--- config.mk ---
export PLATFORM = sky130hd
export DESIGN_NAME = bcd_stopwatch
export DESIGN_NICKNAME = d
export VERILOG_FILES = /design/src/rtl/stopwatch_pkg.sv /design/src/rtl/btn_debounce.sv /design/src/rtl/bcd_stopwatch.sv
export SDC_FILE = /design/constraint.sdc
export NUM_CORES = 1
export LEC_CHECK = 0
export CELL_PAD_IN_SITES_DETAIL_PLACEMENT = 0
export CELL_PAD_IN_SITES_GLOBAL_PLACEMENT = 1
export CORE_UTILIZATION = 40
export CTS_BUF_LIST = sky130_fd_sc_hd__clkbuf_16
export CTS_CLUSTER_DIAMETER = 100
export DETAILED_ROUTE_END_ITERATION = 10
export PLACE_DENSITY = 0.85
export SETUP_SLACK_MARGIN = 0.4
export SLEW_MARGIN = 20
export SYNTH_ARGS = -nofsm -noshare
export SYNTH_HDL_FRONTEND = slang
export SYNTH_HIERARCHICAL = 1
export SYNTH_SLANG_ARGS = --single-unit
--- constraint.sdc ---
create_clock -name clk -period 1.85 [get_ports clk]
set_input_delay 0.185 -clock clk [delete_from_list [all_inputs] [get_ports clk]]
set_output_delay 0.185 -clock clk [all_outputs]
set_load 0.005 [all_outputs]
--- src/rtl/stopwatch_pkg.sv ---
// Shared types and constants for the BCD stopwatch: FSM states, BCD digit type,
// and a helper that increments a packed 4-digit BCD value with decimal carry.
package stopwatch_pkg;

  localparam int BCD_MAX = 9;
  localparam int COUNT_W = 16;

  typedef logic [3:0] bcd_digit_t;

  typedef enum logic [1:0] {
    IDLE  = 2'd0,
    RUN   = 2'd1,
    PAUSE = 2'd2
  } state_t;

  function automatic logic [COUNT_W-1:0] bcd_inc(input logic [COUNT_W-1:0] v);
    logic [COUNT_W-1:0] r;
    logic               carry;
    bcd_digit_t         d;
    r     = v;
    carry = 1'b1;
    for (int i = 0; i < COUNT_W / 4; i++) begin
      d = v[4*i +: 4];
      if (carry) begin
        if (d == bcd_digit_t'(BCD_MAX)) begin
          d = '0;
        end else begin
          d     = d + 4'd1;
          carry = 1'b0;
        end
      end
      r[4*i +: 4] = d;
    end
    return r;
  endfunction

endpackage

--- src/rtl/btn_debounce.sv ---
// Button conditioner: 2-flop synchronizer, ce1ms-sampled debouncer and a
// one-cycle press pulse on the debounced level's rising edge.
module btn_debounce #(
  parameter int DEB_MS = 20
) (
  input  logic clk,
  input  logic rst,
  input  logic ce1ms_i,
  input  logic btn_i,
  output logic press_o
);

  localparam int CW = $clog2(DEB_MS + 1);

  logic          sync1_q, sync2_q;
  logic          stable_q, stable_prev_q;
  logic [CW-1:0] cnt_q;

  always_ff @(posedge clk) begin
    if (rst) begin
      sync1_q       <= 1'b0;
      sync2_q       <= 1'b0;
      stable_q      <= 1'b0;
      stable_prev_q <= 1'b0;
      cnt_q         <= '0;
    end else begin
      sync1_q       <= btn_i;
      sync2_q       <= sync1_q;
      stable_prev_q <= stable_q;
      if (ce1ms_i) begin
        // Any sample agreeing with the stable level restarts the run of differing samples
        if (sync2_q == stable_q) begin
          cnt_q <= '0;
        end else if (cnt_q == CW'(DEB_MS - 1)) begin
          stable_q <= sync2_q;
          cnt_q    <= '0;
        end else begin
          cnt_q <= cnt_q + CW'(1);
        end
      end
    end
  end

  assign press_o = stable_q & ~stable_prev_q;

endmodule

--- src/rtl/bcd_stopwatch.sv ---
// Start/stop/clear stopwatch counting 000.0 .. 999.9 s in packed BCD.
// Define STOPWATCH_LAP_EN to add the lap-hold display feature on btn_lap.
module bcd_stopwatch
  import stopwatch_pkg::*;
#(
  parameter int DEB_MS  = 20,
  parameter int TICK_MS = 100
) (
  input  logic               clk,
  input  logic               rst,
  input  logic               ce1ms,
  input  logic               btn_start,
  input  logic               btn_clr,
  input  logic               btn_lap,
  output logic [COUNT_W-1:0] dat,
  output logic               running,
  output logic               ovf
);

  localparam int PW = $clog2(TICK_MS + 1);
  localparam logic [COUNT_W-1:0] COUNT_MAX = {(COUNT_W / 4){bcd_digit_t'(BCD_MAX)}};

`ifdef STOPWATCH_LAP_EN
  localparam int NUM_BTN = 3;
  logic [NUM_BTN-1:0] btn_raw;
  assign btn_raw = {btn_lap, btn_clr, btn_start};
`else
  localparam int NUM_BTN = 2;
  logic [NUM_BTN-1:0] btn_raw;
  logic               unused_lap;
  assign btn_raw    = {btn_clr, btn_start};
  assign unused_lap = btn_lap;
`endif

  logic [NUM_BTN-1:0] press;

  genvar gi;
  generate
    for (gi = 0; gi < NUM_BTN; gi++) begin : g_deb
      btn_debounce #(.DEB_MS(DEB_MS)) u_deb (
        .clk     (clk),
        .rst     (rst),
        .ce1ms_i (ce1ms),
        .btn_i   (btn_raw[gi]),
        .press_o (press[gi])
      );
    end
  endgenerate

  state_t             state_q;
  logic [PW-1:0]      presc_q;
  logic [COUNT_W-1:0] count_q;
  logic               running_q, ovf_q;
  logic               start_ev, clr_to_idle, tick;

  assign start_ev    = press[0];
  // Start beats clear when both fire together
  assign clr_to_idle = (state_q == PAUSE) && press[1] && !start_ev;
  assign tick        = (state_q == RUN) && ce1ms && (presc_q == PW'(TICK_MS - 1));

  always_ff @(posedge clk) begin
    if (rst) begin
      state_q   <= IDLE;
      presc_q   <= '0;
      count_q   <= '0;
      running_q <= 1'b0;
      ovf_q     <= 1'b0;
    end else begin
      ovf_q <= 1'b0;
      case (state_q)
        IDLE: begin
          presc_q <= '0;
          if (start_ev) begin
            state_q   <= RUN;
            running_q <= 1'b1;
          end
        end
        RUN: begin
          if (tick) begin
            presc_q <= '0;
            count_q <= bcd_inc(count_q);
            ovf_q   <= (count_q == COUNT_MAX);
          end else if (ce1ms) begin
            presc_q <= presc_q + PW'(1);
          end
          if (start_ev) begin
            state_q   <= PAUSE;
            running_q <= 1'b0;
          end
        end
        PAUSE: begin
          if (start_ev) begin
            state_q   <= RUN;
            running_q <= 1'b1;
          end else if (clr_to_idle) begin
            state_q <= IDLE;
            count_q <= '0;
            presc_q <= '0;
          end
        end
        default: begin
          state_q   <= IDLE;
          running_q <= 1'b0;
        end
      endcase
    end
  end

`ifdef STOPWATCH_LAP_EN
  logic               hold_q;
  logic [COUNT_W-1:0] lap_q;

  always_ff @(posedge clk) begin
    if (rst) begin
      hold_q <= 1'b0;
      lap_q  <= '0;
    end else if (clr_to_idle) begin
      hold_q <= 1'b0;
    end else if ((state_q == RUN) && press[2]) begin
      hold_q <= ~hold_q;
      if (!hold_q) lap_q <= count_q;
    end
  end

  assign dat = hold_q ? lap_q : count_q;
`else
  assign dat = count_q;
`endif

  assign running = running_q;
  assign ovf     = ovf_q;

endmodule

==> results of run 1 <==
## area by class of cell
| type | count | area share |
|---|---|---|
| Multi-Input combinational cell | 207 | 0.4702 |
| Tap cell | 72 | 0.02662 |
| Clock buffer | 5 | 0.03697 |
| Sequential cell | 45 | 0.2795 |
| Inverter | 18 | 0.02107 |
| Clock inverter | 2 | 0.003327 |
| Timing Repair Buffer | 63 | 0.1623 |
## registers in the layout, summed over array words and instances, names as in the netlist
signal	cells
presc_q	7
g_deb.u_deb/stable_q	2
g_deb.u_deb/stable_prev_q	2
state_q	2
g_deb.u_deb/cnt_q	10
g_deb.u_deb/sync2_q	2
g_deb.u_deb/sync1_q	2
ovf	1
dat	16
running	1
## cells by family after synthesis
group                    count (synthesis)  synth area share
AO/OA/AOI/OAI                           68            0.1771
buffers and inverters                   30           0.04843
multiplexers                             6           0.02500
adder cells (fa/ha/maj)                 11           0.05729
XOR/XNOR                                 2           0.01354
flip-flops                              45            0.3750
AND/OR/NAND/NOR                        120            0.3037
## worst min-delay path, delay by kind of cell
kind            cells  cell delay, ns
compound gates      1            0.05
simple gates        1            0.07
buf+inv             2            0.35
## synthesized netlist by cell type, types with 7 or more instances
cell | count | area [um2]
inv_1 | 17 | 63.81
or3_1 | 8 | 50.05
nand3_1 | 18 | 90.09
nand2_1 | 18 | 67.56
o31ai_1 | 7 | 52.55
nand4_1 | 8 | 50.05
nor2b_1 | 13 | 81.33
clkbuf_1 | 8 | 30.03
nor2_1 | 10 | 37.54
a21oi_1 | 26 | 130.1
dfxtp_1 | 45 | 900.9
ha_1 | 11 | 137.6
o21ai_0 | 11 | 55.05
## metal layers
layer	vias up	track usage	part of all wire
li1	1167	-	-
met1	1100	0.2442	0.48
met2	27	0.3256	0.48
met3	9	0.04457	0.025
met4	0	0.05455	0.014
met5	-	0	0
## worst max path at each step
stage,startpoint,endpoint,slack (ns),cells past startpoint
after floorplan,presc_q[3],dat[7],0.34,4
after global placement,ce1ms,dat[4],0.004,6
after detailed placement,ce1ms,dat[4],-0.05,6
after CTS,presc_q[3],dat[7],0.28,4
after global routing,presc_q[2],dat[3],0.15,4
final,presc_q[3],dat[7],0.24,4
## power by group
group	switching, W	internal, W	leakage (nW)
Clock	0.000352	0.000487	0.0633
Sequential	0.00000363	0.000964	0.377
Combinational	0.0000434	0.0000354	0.781
## cells in the final DEF, fill, tap and decap left out, types with 3 or more instances in the layout
cell type / Yosys / layout
buf_4: 0 / 35
dfxtp_1: 45 / 23
a21oi_1: 26 / 21
clkdlybuf4s50_1: 0 / 20
nand2_1: 18 / 18
nand3_1: 18 / 15
dfxtp_2: 0 / 15
inv_1: 17 / 13
nor2b_1: 13 / 11
nor2_1: 10 / 10
nand4_1: 8 / 8
o21ai_0: 11 / 8
or3_1: 8 / 8
dfxtp_4: 0 / 7
o31ai_1: 7 / 6
nand2b_1: 6 / 6
mux2i_1: 6 / 6
ha_1: 11 / 6
o21ai_1: 4 / 5
clkbuf_16: 0 / 5
buf_6: 0 / 5
inv_2: 1 / 4
nand4b_1: 4 / 4
a21oi_2: 0 / 4
o211ai_1: 4 / 4
a31oi_1: 4 / 4
or4_1: 5 / 3
and3b_2: 0 / 3
nand3_2: 0 / 3
or4_4: 1 / 3
o32ai_1: 3 / 3
nor3_2: 0 / 3
ha_2: 0 / 3
## repair_timing
item / in CTS / in global routing
pin swaps: 13 / 11
buffers inserted: 13 / 8
gates resized for setup: 39 / 32
cloned: 1 / 0
endpoints found under the setup margin: 24 / 33
## metrics by stage
stage	TNS (ns)	total power, W	worst slack, ns	hold slack, ns
global route	0	0.001971	0.1471	0.4302
detailed placement	-0.05164	0.001067	-0.05164	0.4305
finish	0	0.001886	0.2362	0.4155
global placement	0	0.001066	0.004347	0.4180
floorplan	0	0.001032	0.3415	0.3132
CTS	0	0.001914	0.2773	0.4451
==> results.json, run 1 <==
{
  "multi_input_area_mm2": 0.001592,
  "cts_tree": "yes",
  "endpoint_kind": "flip-flop",
  "fin_cells": 412,
  "antenna_found_initial": 0,
  "num_vias": 2303,
  "synthFlopType": "dfxtp_1",
  "cp.arrival_ns": 1.79,
  "syn_nets": 299,
  "vdd_drop_max_mv": 0.4511,
  "synthCells": 282,
  "clock_latency_ns": 0.28,
  "ys_types": 48,
  "root_buffer": "clkbuf_16",
  "synth_edf_count": 0,
  "ff2ff_path_depth": 4,
  "finalSetupViolCount": 0,
  "p_per_area_mw_per_mm2": 557.1,
  "fmax_mhz": 619.6,
  "yosysWarnings": 6,
  "period_minus_slack_ns": 1.614,
  "die_y_um": 79.50,
  "critPathBufInv": 0,
  "remaining_drc_errors": 0,
  "place_hpwl_um": 3760,
  "die_w_um": 79.50,
  "coreArea_mm2": 0.005642,
  "hold_path.class": "in2reg",
  "status": "complete, no violations",
  "slowest_stage": "or4_4",
  "synthToLayoutAreaGrowth_pct": 40.89,
  "clkSinkCount": 45,
  "hp-start": "ce1ms",
  "hold_buffers": 0,
  "ys_async_sr_fraction": 0,
  "period_share": 0.8723,
  "crit_required_ns": 2.02,
  "max_stage_delay_ns": 0.47,
  "hold_end": "g_deb[1].u_deb/cnt_q[1]",
  "fin_nets": 357,
  "grt_pass1_vias": 2092,
  "placed_cell_area_mm2": 0.002858,
  "tightest_slew_ns": 0.4870,
  "reg2reg_slack_ns": 0.24,
  "finalWirelength_um": 5748,
  "setup.worst_path.class": "reg2reg",
  "final_antenna_net_count": 0,
  "io_pins": 24,
  "rr_endpoint": "dat[7]",
  "routedWlPerCell_um": 13.95,
  "max-cap-violations": 0,
  "grt_pass1_wl_um": 9639,
  "final_hold_viol_count": 0,
  "cts_buffers": 5,
  "cp_cell_sequence": "or3b_4 > or4_4 > a22oi_2 > o21ai_1",
  "n_fill_cell": 478,
  "fin_skew_ns": 0.003280,
  "path_clk_slew_ns": 0.06,
  "path_max_fanout": 4,
  "first_pass_iters": 5,
  "hold_path_depth": 4,
  "gp_congestion": 0.8689,
  "drt_iter0_markers": 116,
  "grt_max_degree": 15,
  "reg2reg_from": "presc_q[3]",
  "report.final.slew_viol_count": 0,
  "syn_avg_cell_area_um2": 8.519,
  "cts_buffer_depth": 2,
  "regArea_um2": 945.9,
  "p_leak_nw": 1.221,
  "rsz0062_at_grt": "yes",
  "gr-total-overflow": 0,
  "design_area_mm2": 0.003385,
  "crit_family": "simple AND/OR/NAND/NOR gates",
  "syn_area_mm2": 0.002402,
  "diodes": 0,
  "dieArea_mm2": 0.006319,
  "grtUsageTotal": 0.1932,
  "placed_cells": 383,
  "vias_per_cell": 5.590,
  "ys_ff_latch": 45,
  "cp-start-kind": "flip-flop",
  "fin_util": 0.5999,
  "htree_levels": 2,
  "initial_core_util": 0.4258,
  "ys_seq_area_frac": 0.3750,
  "layout-drive-gt1-share": 0.3353,
  "place.port_buffers": 22,
  "relSlewSlack": 0.6743,
  "num_rows": 27
}
No activity file was read; power rests on OpenSTA's default activity.
==> run 2: changes to the inputs <==
Settings changed: CTS_CLUSTER_SIZE set to 30.
==> results of run 2 <==
No change in the layout: final DEF, timing and power equal those of run 1.
==> run 3: changes to the inputs <==
--- a/config.mk
+++ b/config.mk
@@ -8,4 +8,5 @@
 export CELL_PAD_IN_SITES_DETAIL_PLACEMENT = 0
 export CELL_PAD_IN_SITES_GLOBAL_PLACEMENT = 1
+export CORE_MARGIN = 8
 export CORE_UTILIZATION = 40
 export CTS_BUF_LIST = sky130_fd_sc_hd__clkbuf_16
@@ -15,5 +16,4 @@
 export PLACE_DENSITY = 0.85
 export SETUP_SLACK_MARGIN = 0.4
-export SLEW_MARGIN = 20
 export SYNTH_ARGS = -nofsm -noshare
 export SYNTH_HDL_FRONTEND = slang
==> constraint.sdc (replaced) <==
create_clock -name clk -period 1.85 [get_ports clk]
set_input_delay 0.4625 -clock clk [delete_from_list [all_inputs] [get_ports clk]]
set_output_delay 0.4625 -clock clk [all_outputs]
set_load 0.005 [all_outputs]
==> run 3 against run 2 <==
  * Count of clock-buffer cells in the layout unchanged
  * Via count up 4.4%
  * Wire length increased by 13%
  * Flip-flop and latch count unchanged
  * Critical path type unchanged
  * Utilization is 2.5 points higher
  * Register-to-register slack worse by 0.02 ns
  * Setup slack got worse by 0.020 ns
  * Largest power group unchanged
  * Sequential power down 1%
  * Global-route usage down 5.1 points
  * Sequential share of layout area fell by 1.3 points
  * Clock power up 7.3%
==> results.json, run 3 (synthesized netlist as in run 1, its figures left out) <==
{
  "fmax_mhz": 612.1,
  "hold_path.class": "reg2reg",
  "p_comb_frac": 0.039,
  "hold_buffers": 0,
  "critPathBufInv": 0,
  "power_w": 0.001931,
  "final_cell_mix": "buf_4 (43), a21oi_1 (20), dfxtp_1 (17), dlygate4sd2_1 (17), nand2_1 (16)",
  "clock_latency_ns": 0.29,
  "cp.arrival_ns": 1.81,
  "coreArea_mm2": 0.005851,
  "crit_required_ns": 2.03,
  "clkSinkCount": 45,
  "path_clk_slew_ns": 0.07,
  "critical_path_depth": 5,
  "grt_pass1_vias": 2295,
  "relSlewSlack": 0.7559,
  "slowest_stage": "or4_4",
  "hold_path_depth": 1,
  "internal_power_w": 0.001488,
  "vdd_drop_max_mv": 0.4488,
  "grtUsageTotal": 0.1423,
  "fin_skew_ns": 0.005411,
  "dieArea_mm2": 0.008741,
  "period_minus_slack_ns": 1.634,
  "largest_reg_flops": 16,
  "clockPowerShare": 0.466,
  "cp_cell_sequence": "ha_4 > nand4b_1 > or4_4 > a22oi_2 > o21ai_1",
  "vias_per_cell": 5.604,
  "num_vias": 2404,
  "antenna_found_initial": 0,
  "mostFrequentLayoutCell": "buf_4",
  "num_rows": 28,
  "p_per_area_mw_per_mm2": 528.6,
  "report.final.slew_viol_count": 0,
  "path_max_fanout": 4,
  "synthToLayoutAreaGrowth_pct": 52.08,
  "crit_family": "simple AND/OR/NAND/NOR gates",
  "rsz0062_at_grt": "yes",
  "diodes": 0,
  "status": "complete, no violations",
  "cts_buffers": 5,
  "pwr-share-seq": 0.495,
  "p_leak_nw": 1.475,
  "endpoint_kind": "flip-flop",
  "place.port_buffers": 22,
  "finalSetupTns_ns": 0,
  "period_share": 0.8831,
  "final_antenna_net_count": 0,
  "layout-drive-gt1-share": 0.4266,
  "drt_iter0_markers": 103,
  "setup.worst_path.class": "reg2reg",
  "first_pass_iters": 4,
  "die_y_um": 93.50,
  "htree_levels": 2,
  "place_hpwl_um": 3907,
  "root_buffer": "clkbuf_16",
  "initial_core_util": 0.4106,
  "finalWirelength_um": 6485,
  "cp-start-kind": "flip-flop",
  "fin_nets": 370,
  "grt_pass1_wl_um": 10230,
  "p_switching_w": 0.0004437,
  "max-cap-violations": 0,
  "remaining_drc_errors": 0,
  "cts_buffer_depth": 2,
  "io_pins": 24,
  "routedWlPerCell_um": 15.12,
  "max_stage_delay_ns": 0.60,
  "finalSetupViolCount": 0,
  "cts_tree": "yes",
  "gr-total-overflow": 0,
  "die_w_um": 93.50,
  "ff2ff_path_depth": 5,
  "swShare": 0.2298,
  "tightest_slew_ns": 0.3661,
  "final_hold_viol_count": 0,
  "grt_max_degree": 16,
  "gp_congestion": 0.7815,
  "hold_ws_ns": 0.4444
}
run 3: changes by cell type in the layout (fill, tap and decap cells not counted), sizes merged:
cell and delta:
clkinvlp -2, dlygate4sd2 +17, clkbuf +1, clkinv +1, clkdlybuf4s50 -18, inv +2
buf +13
run 3: worst register-to-register path, stage by stage (launching register included):
cell	delay, ns
dfxtp_4	0.37
ha_4	0.15
nand4b_1	0.16
or4_4	0.60
a22oi_2	0.18
o21ai_1	0.07
run 3: power by group through the flow:
stage	Clock [W]	Sequential, W	Combinational (W)
after floorplan	0	0.000998	0.0000339
after detailed placement	0	0.000999	0.0000702
after global placement	0	0.000999	0.0000698
final	0.000900	0.000957	0.0000749
after CTS	0.000922	0.000963	0.0000702
after global routing	0.000966	0.000957	0.0000831
run 3: worst paths after layout:
path                                from                      to  slack, ns
setup / recovery              presc_q[0]                  dat[7]       0.22
hold / removal    g_deb[1].u_deb/sync1_q  g_deb[1].u_deb/sync2_q       0.44
setup reg to reg              presc_q[0]                  dat[7]       0.22
hold reg to reg   g_deb[1].u_deb/sync1_q  g_deb[1].u_deb/sync2_q       0.44
run 3: cell type report:
| type | count | area, um2 |
|---|---|---|
| fill | 488 | 2197 |
| multi-input combinational | 207 | 1722 |
| sequential | 45 | 973.4 |
| timing repair buffer | 76 | 648.1 |
| clock buffer | 5 | 125.1 |
| tap | 75 | 93.84 |
| inverter | 18 | 70.07 |
| clock inverter | 3 | 21.27 |
run 3: repair_timing:
action	in CTS	in global routing
setup buffers	19	11
gates cloned	2	0
resized for setup	64	73
pin swaps	15	24
setup endpoints to repair	48	30
hold endpoints to repair	0	0
run 3: through the flow:
step | std cells | area (um2) | worst slack [ns] | utilization
after global placement | 389 | 2884 | -0.2529 | 0.4929
final | 429 | 3654 | 0.2164 | 0.6245
after CTS | 418 | 3274 | 0.1453 | 0.5597
after floorplan | 282 | 2460 | 0.3415 | -
after global routing | 429 | 3654 | 0.1695 | 0.6245
after detailed placement | 389 | 2884 | -0.2780 | 0.4929
run 3: layer usage:
| metal | global-route usage | vias to the layer above | wire length (um) |
|---|---|---|---|
| li1 | - | 1186 | - |
| met1 | 0.1620 | 1167 | 2823 |
| met2 | 0.2409 | 42 | 3255 |
| met3 | 0.03926 | 9 | 322 |
| met4 | 0.06309 | 0 | 84 |
| met5 | 0.01190 | - | 0 |
